[src/rtl/fwd_mux_pipe.sv]
// fwd_mux_pipe: registered N-input forwarding mux with valid/ready handshake and two-entry skid buffer
// Ports: clk/rst_n (async active-low); data_in (NUM_IN lanes of WIDTH), sel, in_valid -> in_ready;
//        out_data/out_sel/out_valid <- out_ready; flush drops contents; sel_err pulse, err_count saturating.
module fwd_mux_pipe #(
  parameter int WIDTH = 8,
  parameter int NUM_IN = 3,
  parameter int SEL_W = 2,
  parameter logic [WIDTH-1:0] DEFAULT_VAL = '0
) (
  input  logic                    clk,
  input  logic                    rst_n,
  input  logic [NUM_IN*WIDTH-1:0] data_in,
  input  logic [SEL_W-1:0]        sel,
  input  logic                    in_valid,
  output logic                    in_ready,
  output logic [WIDTH-1:0]        out_data,
  output logic [SEL_W-1:0]        out_sel,
  output logic                    out_valid,
  input  logic                    out_ready,
  input  logic                    flush,
  output logic                    sel_err,
  output logic [7:0]              err_count
);
  typedef enum logic [1:0] {EMPTY, ONE, FULL} state_t;
  state_t state, state_nx;
  logic [WIDTH-1:0] s_data, mux_data;
  logic [SEL_W-1:0] s_sel;
  logic accept, drain, bad;
  always_comb begin
    mux_data = DEFAULT_VAL;
    bad = 1'b1;
    for (int k = 0; k < NUM_IN; k++)
      if (sel == SEL_W'(k)) begin
        mux_data = data_in[k*WIDTH +: WIDTH];
        bad = 1'b0;
      end
  end
  assign accept = in_valid && in_ready && !flush;
  assign drain = out_valid && out_ready;
  always_comb
    state_nx = flush ? EMPTY :
               state == EMPTY ? (accept ? ONE : EMPTY) :
               state == ONE ? (accept && !drain ? FULL : !accept && drain ? EMPTY : ONE) :
               (drain ? ONE : FULL);
  always_ff @(posedge clk or negedge rst_n)
    if (!rst_n) begin
      state <= EMPTY;
      in_ready <= 1'b1;
      out_valid <= 1'b0;
      out_data <= '0;
      out_sel <= '0;
      s_data <= '0;
      s_sel <= '0;
      sel_err <= 1'b0;
      err_count <= '0;
    end else begin
      state <= state_nx;
      in_ready <= state_nx != FULL;
      out_valid <= state_nx != EMPTY;
      if (accept && (state == EMPTY || (state == ONE && drain))) begin
        out_data <= mux_data;
        out_sel <= sel;
      end else if (state == FULL && drain) begin
        out_data <= s_data;
        out_sel <= s_sel;
      end
      if (accept && state == ONE && !drain) begin
        s_data <= mux_data;
        s_sel <= sel;
      end
      sel_err <= accept && bad;
      if (accept && bad && err_count != 8'hFF) err_count <= err_count + 8'd1;
    end
endmodule

[config.mk]
export PLATFORM = sky130hd
export DESIGN_NAME = fwd_mux_pipe
export DESIGN_NICKNAME = d
export VERILOG_FILES = /design/src/rtl/fwd_mux_pipe.sv
export SDC_FILE = /design/constraint.sdc
export NUM_CORES = 1
export LEC_CHECK = 0
export CAP_MARGIN = 15
export CORE_MARGIN = 4
export CORE_UTILIZATION = 45
export CTS_BUF_LIST = sky130_fd_sc_hd__clkbuf_8
export CTS_CLUSTER_SIZE = 14
export DETAILED_ROUTE_END_ITERATION = 8
export PLACE_DENSITY = 0.79
export SYNTH_ARGS = -nofsm -noshare
export SYNTH_HDL_FRONTEND = slang
export SYNTH_SLANG_ARGS = --single-unit
[constraint.sdc]
create_clock -name clk -period 4.4 [get_ports clk]
set_input_delay 1.32 -clock clk [delete_from_list [all_inputs] [get_ports clk]]
set_output_delay 1.32 -clock clk [all_outputs]
set_load 0.005 [all_outputs]
After elaboration in Yosys (flattened, before gate mapping)
Cells that the tools add are included.

Register bits: 33. Input bits: 31. Output and inout bits: 21. Logic and storage cells: 53.

Add/subtract/negate cells: 1. Equal/unequal tests: 6. Muxes and demuxes: 17. Reductions and logical operators: 20.

Operators with widths (number): 8-bit two-way mux (5); 2-bit two-way mux (7); 1-bit logical AND (12); 8-bit by 1-bit adder with 8-bit output, second input constant (1); 8-bit inequality test, second input constant (1); 1-bit two-way mux (5); 2-bit by 1-bit equality test with 1-bit output, second input constant (2); 2-bit equality test, second input constant (2); 2-bit zero test (2); 2-bit nonzero test (2); 1-bit zero test (3); 2-bit inequality test, second input constant (1); 1-bit logical OR (1).

Longest topological paths before layout
Depth after elaboration: 10. Mapped depth: 5. Gate-level depth less buffers: 5.

Least setup slack after synthesis
Ideal clock, no wire load.

Kind: input port to flip-flop. Start: in sel[1]. End: reg out_data[0]. Setup time: 0.127 ns. Arrival time: 2.244 ns. Required time: 4.273 ns. Slack: 2.029 ns. Stages on the path: 5. Buffers on the path: 1. Cells stage by stage: buf_2 -> mux2i_1 -> a2bb2oi_1 -> nor2_1 -> a221o_2.

Word-level cells in the longest chain between the ends: 5. Elaborated cells on any way between the ends: 7. Those cells by class: eq/ne (2); mux (4); reduce/logical (1).

Ends and longest elaborated chain: start: declaration (RTL line 13) `input logic [SEL_W-1:0] sel,`; 2-bit zero test (RTL line 33) `if (sel == SEL_W'(k)) begin`; 8-bit two-way mux (2 in series) (RTL line 33); 8-bit two-way mux * (RTL line 33); 8-bit two-way mux * (RTL line 60) `if (accept && (state == EMPTY || (state == ONE && drain))) begin`; end signal: assignment (RTL line 61) `out_data <= mux_data;`; end signal: assignment (RTL line 64) `out_data <= s_data;`; end: declaration (RTL line 16) `output logic [WIDTH-1:0] out_data,`.

Mark *: on every way between the ends. The rest lies on a longest branch, timed or not. A chain may end at the register's enable or synchronous reset.

Final worst setup path
Start: in sel[1]. End: reg out_data[4].

Same word-level chain as after synthesis.

==> metrics.log <==
INFO  metric final_setup_skew = 0.00642 ns
INFO  metric fin_nets = 227
INFO  metric cts_tree = done
INFO  metric worst_slew_pin_slew = 0.633 ns
INFO  metric grt_max_degree = 34
INFO  metric setup.worst_path.class = input port to register
INFO  metric synth_area = 1590 um2
INFO  metric post-dp-hpwl = 2.85 mm
INFO  metric rsz0062_at_grt = no
INFO  metric first_pass_grt_wire_length = 6.33 mm
INFO  metric drt.antenna.violating_nets = 0
INFO  metric critPathTopFamily = buffers and inverters
INFO  metric rr_worst_depth = 5
INFO  metric worstHoldStart = s_data[0]$_DFFE_PN0P_
INFO  metric synth-warning-count = 0
INFO  metric clock_latency_on_the_worst_skew_pair = 0.28 ns
INFO  metric worst_slew_margin_rel = 57.6%
INFO  metric highest_count_cells_in_the_layout_ignoring_fill_and_taps = 51 x sky130_fd_sc_hd__clkdlybuf4s50_1, 32 x sky130_fd_sc_hd__dfrtp_1, 17 x sky130_fd_sc_hd__nand2_1, 12 x sky130_fd_sc_hd__nor2_1, 11 x sky130_fd_sc_hd__mux2i_1
INFO  metric avgSynthCellArea = 11.2 um2
INFO  metric antenna_found_initial = 0
INFO  metric layout_worst_path_cycle_share = 67.4%
INFO  metric cp.arrival = 3.13 ns
INFO  metric clock_tree.root_cell = sky130_fd_sc_hd__clkbuf_8
INFO  metric setup_ws = 1.43 ns
INFO  metric hold_buffers = 0
INFO  metric leakage = 0.956 nW
INFO  metric end_kind = register
INFO  metric synth_top_cell_area_share = 50.5%
INFO  metric worst_hold_path.num_cells = 2
INFO  metric yosys.area.top_type = sky130_fd_sc_hd__dfrtp_1
INFO  metric postCtsResizedCells = 0
INFO  metric dominantRegCellSynth = sky130_fd_sc_hd__dfrtp_1
INFO  metric synthesis.instances = 141
INFO  metric regToRegSetupSlack = 2.68 ns
INFO  metric dr.first_iter.drc_count = 65
INFO  metric timing.rr.start = err_count[0]$_DFFE_PN0P_
INFO  metric final_hold_viol_count = 0
INFO  metric floorplan.initialDensity = 47.1%
INFO  metric count_of_input_and_output_buffers = 51
INFO  metric cell_area_power_density = 388 nW/um2
INFO  metric dieWidth = 67.4 um
INFO  metric rows = 21
INFO  metric fraction_of_synthesis_flops_using_an_asynchronous_set_or_reset_pin = 100%
INFO  metric timing.rr.end = err_count[1]$_DFFE_PN0P_
INFO  metric critical_path_peak_fanout = 12
INFO  metric diodes = 0
INFO  metric hold_class = register to register
INFO  metric fp.dieH = 67.4 um
INFO  metric n_fill_cell = 276
INFO  metric timing.critical_path.from_type = input port
INFO  metric holdPathEnd = s_data[0]$_DFFE_PN0P_
INFO  metric cap_violations = 0
INFO  metric cts_num_sinks = 33
INFO  metric die_area = 4540 um2
INFO  metric avgRoutedWirePerCell = 15.6 um
INFO  metric synth_cell_type_count = 38
INFO  metric grt_overflow = 0
INFO  metric grt_usage = 18.9%
INFO  metric finalInstanceArea = 2220 um2
INFO  metric min_period = 2.97 ns
INFO  metric vdd_ir_drop_max = 0.000308 V
INFO  metric cp_num_buf_inv = 1
INFO  metric yosys-top-cells-area = sky130_fd_sc_hd__dfrtp_1 51%, sky130_fd_sc_hd__mux2i_1 6.9%, sky130_fd_sc_hd__a221o_2 5.0%, sky130_fd_sc_hd__nand2_1 4.0%, sky130_fd_sc_hd__a2bb2oi_1 3.9%
INFO  metric area_growth_syn_to_layout = 40.1%
INFO  metric routed-via-count = 1297
INFO  metric slew_violations = 0
INFO  metric timing.fmax = 0.337 GHz
INFO  metric firstDrtPassIters = 4
INFO  metric critPathRequiredTime = 4.57 ns
INFO  metric clock_path_buffers = 2
INFO  metric cts_inserted_buffers = 5
INFO  metric cts.htree.levels = 2
INFO  metric ys_ff_latch = 33
INFO  metric tns = 0 ns
INFO  metric vias_in_the_first_global_route = 1410
INFO  metric layout.cells.most_common = sky130_fd_sc_hd__clkdlybuf4s50_1
INFO  metric gp_congestion = 0.811
INFO  metric drt_wl_total = 3.77 mm
INFO  metric outcome = complete, no violations
INFO  metric timing.final.setup_violations = 0
INFO  metric cts.repair_timing.setup_buffer_count = 0
INFO  metric floorplan.core_area = 3360 um2
INFO  metric routed_via_density = 5.36
INFO  metric boundaryPins = 52
INFO  metric post_dp_cell_area = 2140 um2
INFO  metric crit_chain = clkdlybuf4s50_1, nor2b_1, a2bb2oi_1, nor2_1, a221o_2
INFO  metric layout.cells.non_filler = 242
INFO  metric cpMaxStageDelayCell = sky130_fd_sc_hd__clkdlybuf4s50_1
INFO  metric synth-edff-count = 0
INFO  metric slowest_delay = 0.87 ns
INFO  metric place_inst = 234
INFO  metric drcViolationCount = 0
INFO  metric synth.yosys.seq_area_share = 52.2%
INFO  metric clk_pin_slew = 0.07 ns
INFO  metric synth.net_count = 173
INFO  metric post-place-ws = 1.12 ns
INFO  metric share_of_cells_above_drive_strength_1 = 15.8%
cells by family (layout without fill, tap and decap cells):
logic type | after synthesis | after routing | synth area share [%]
AND/OR/NAND/NOR | 48 | 48 | 15.8
flip-flops | 33 | 33 | 52.2
AO/OA/AOI/OAI | 30 | 30 | 15.6
multiplexers | 16 | 16 | 10.5
buffers and inverters | 8 | 63 | 2.37
XOR/XNOR | 5 | 5 | 2.76
adder cells (fa/ha/maj) | 1 | 1 | 0.789
metal layers:
layer	vias up	GRT usage [%]	wire, um
met4	0	7.59	71
met5	-	0	0
met1	624	22.5	1600
met2	48	30.6	1750
met3	10	7.32	354
li1	615	-	-
flip-flops by register name, indices dropped and copies added, names as in the netlist:
register   count
sel_err        1
out_data       8
out_valid      1
s_sel          2
err_count      8
out_sel        2
state          2
s_data         8
in_ready       1
per-stage QoR:
stage | hold slack, ns | utilization (%) | total power [mW]
6_report | 0.493 | 66.0 | 0.861
5_1_grt | 0.514 | 66.0 | 0.918
4_1_cts | 0.492 | 66.0 | 0.873
3_5_place_dp | 0.477 | 63.6 | 0.657
3_3_place_gp | 0.465 | 63.6 | 0.646
2_1_floorplan | 0.450 | - | 0.516
worst max-delay path by stage:
stage / from / endpoint / slack [ns] / depth (start not counted)
finish: sel[1] / out_data[4]$_DFFE_PN0P_ / 1.43 / 5
global route: sel[1] / out_data[3]$_DFFE_PN0P_ / 1.34 / 5
CTS: sel[1] / out_data[4]$_DFFE_PN0P_ / 1.42 / 5
detailed placement: sel[1] / out_data[4]$_DFFE_PN0P_ / 1.12 / 5
global placement: sel[1] / out_data[7]$_DFFE_PN0P_ / 1.23 / 5
floorplan: sel[1] / out_data[0]$_DFFE_PN0P_ / 2.03 / 5
power breakdown:
group          switching (mW)  internal (mW)
clock network           0.105          0.107
logic                  0.0793          0.148
registers              0.0511          0.371
synth_stat cells, types with 2 or more instances:
| master | number |
|---|---|
| sky130_fd_sc_hd__mux2_2 | 5 |
| sky130_fd_sc_hd__a21oi_1 | 2 |
| sky130_fd_sc_hd__a2bb2oi_1 | 7 |
| sky130_fd_sc_hd__a221o_2 | 7 |
| sky130_fd_sc_hd__nor2_1 | 12 |
| sky130_fd_sc_hd__dfrtp_1 | 32 |
| sky130_fd_sc_hd__nand2_1 | 17 |
| sky130_fd_sc_hd__o21ai_0 | 9 |
| sky130_fd_sc_hd__mux2i_1 | 11 |
| sky130_fd_sc_hd__xnor2_1 | 5 |
| sky130_fd_sc_hd__buf_2 | 3 |
| sky130_fd_sc_hd__nand3_1 | 5 |
worst min-delay path, delay by kind of cell, from the launching register on:
family	cells	cell delay, ns
AOI/OAI and AO/OA	1	0.06
DFF	1	0.35
and+or+nand+nor	1	0.05
layout make-up:
| class | count | area, um2 | area share [%] |
|---|---|---|---|
| repair buffers | 53 | 526 | 23.7 |
| multi-input cells | 100 | 721 | 32.5 |
| clock buffers | 5 | 68.8 | 3.10 |
| well taps | 46 | 57.6 | 2.59 |
| inverters | 2 | 7.51 | 0.338 |
| clock inverters | 3 | 13.8 | 0.620 |
| flip-flops and latches | 33 | 827 | 37.2 |
No activity file was read; power rests on OpenSTA's default activity.
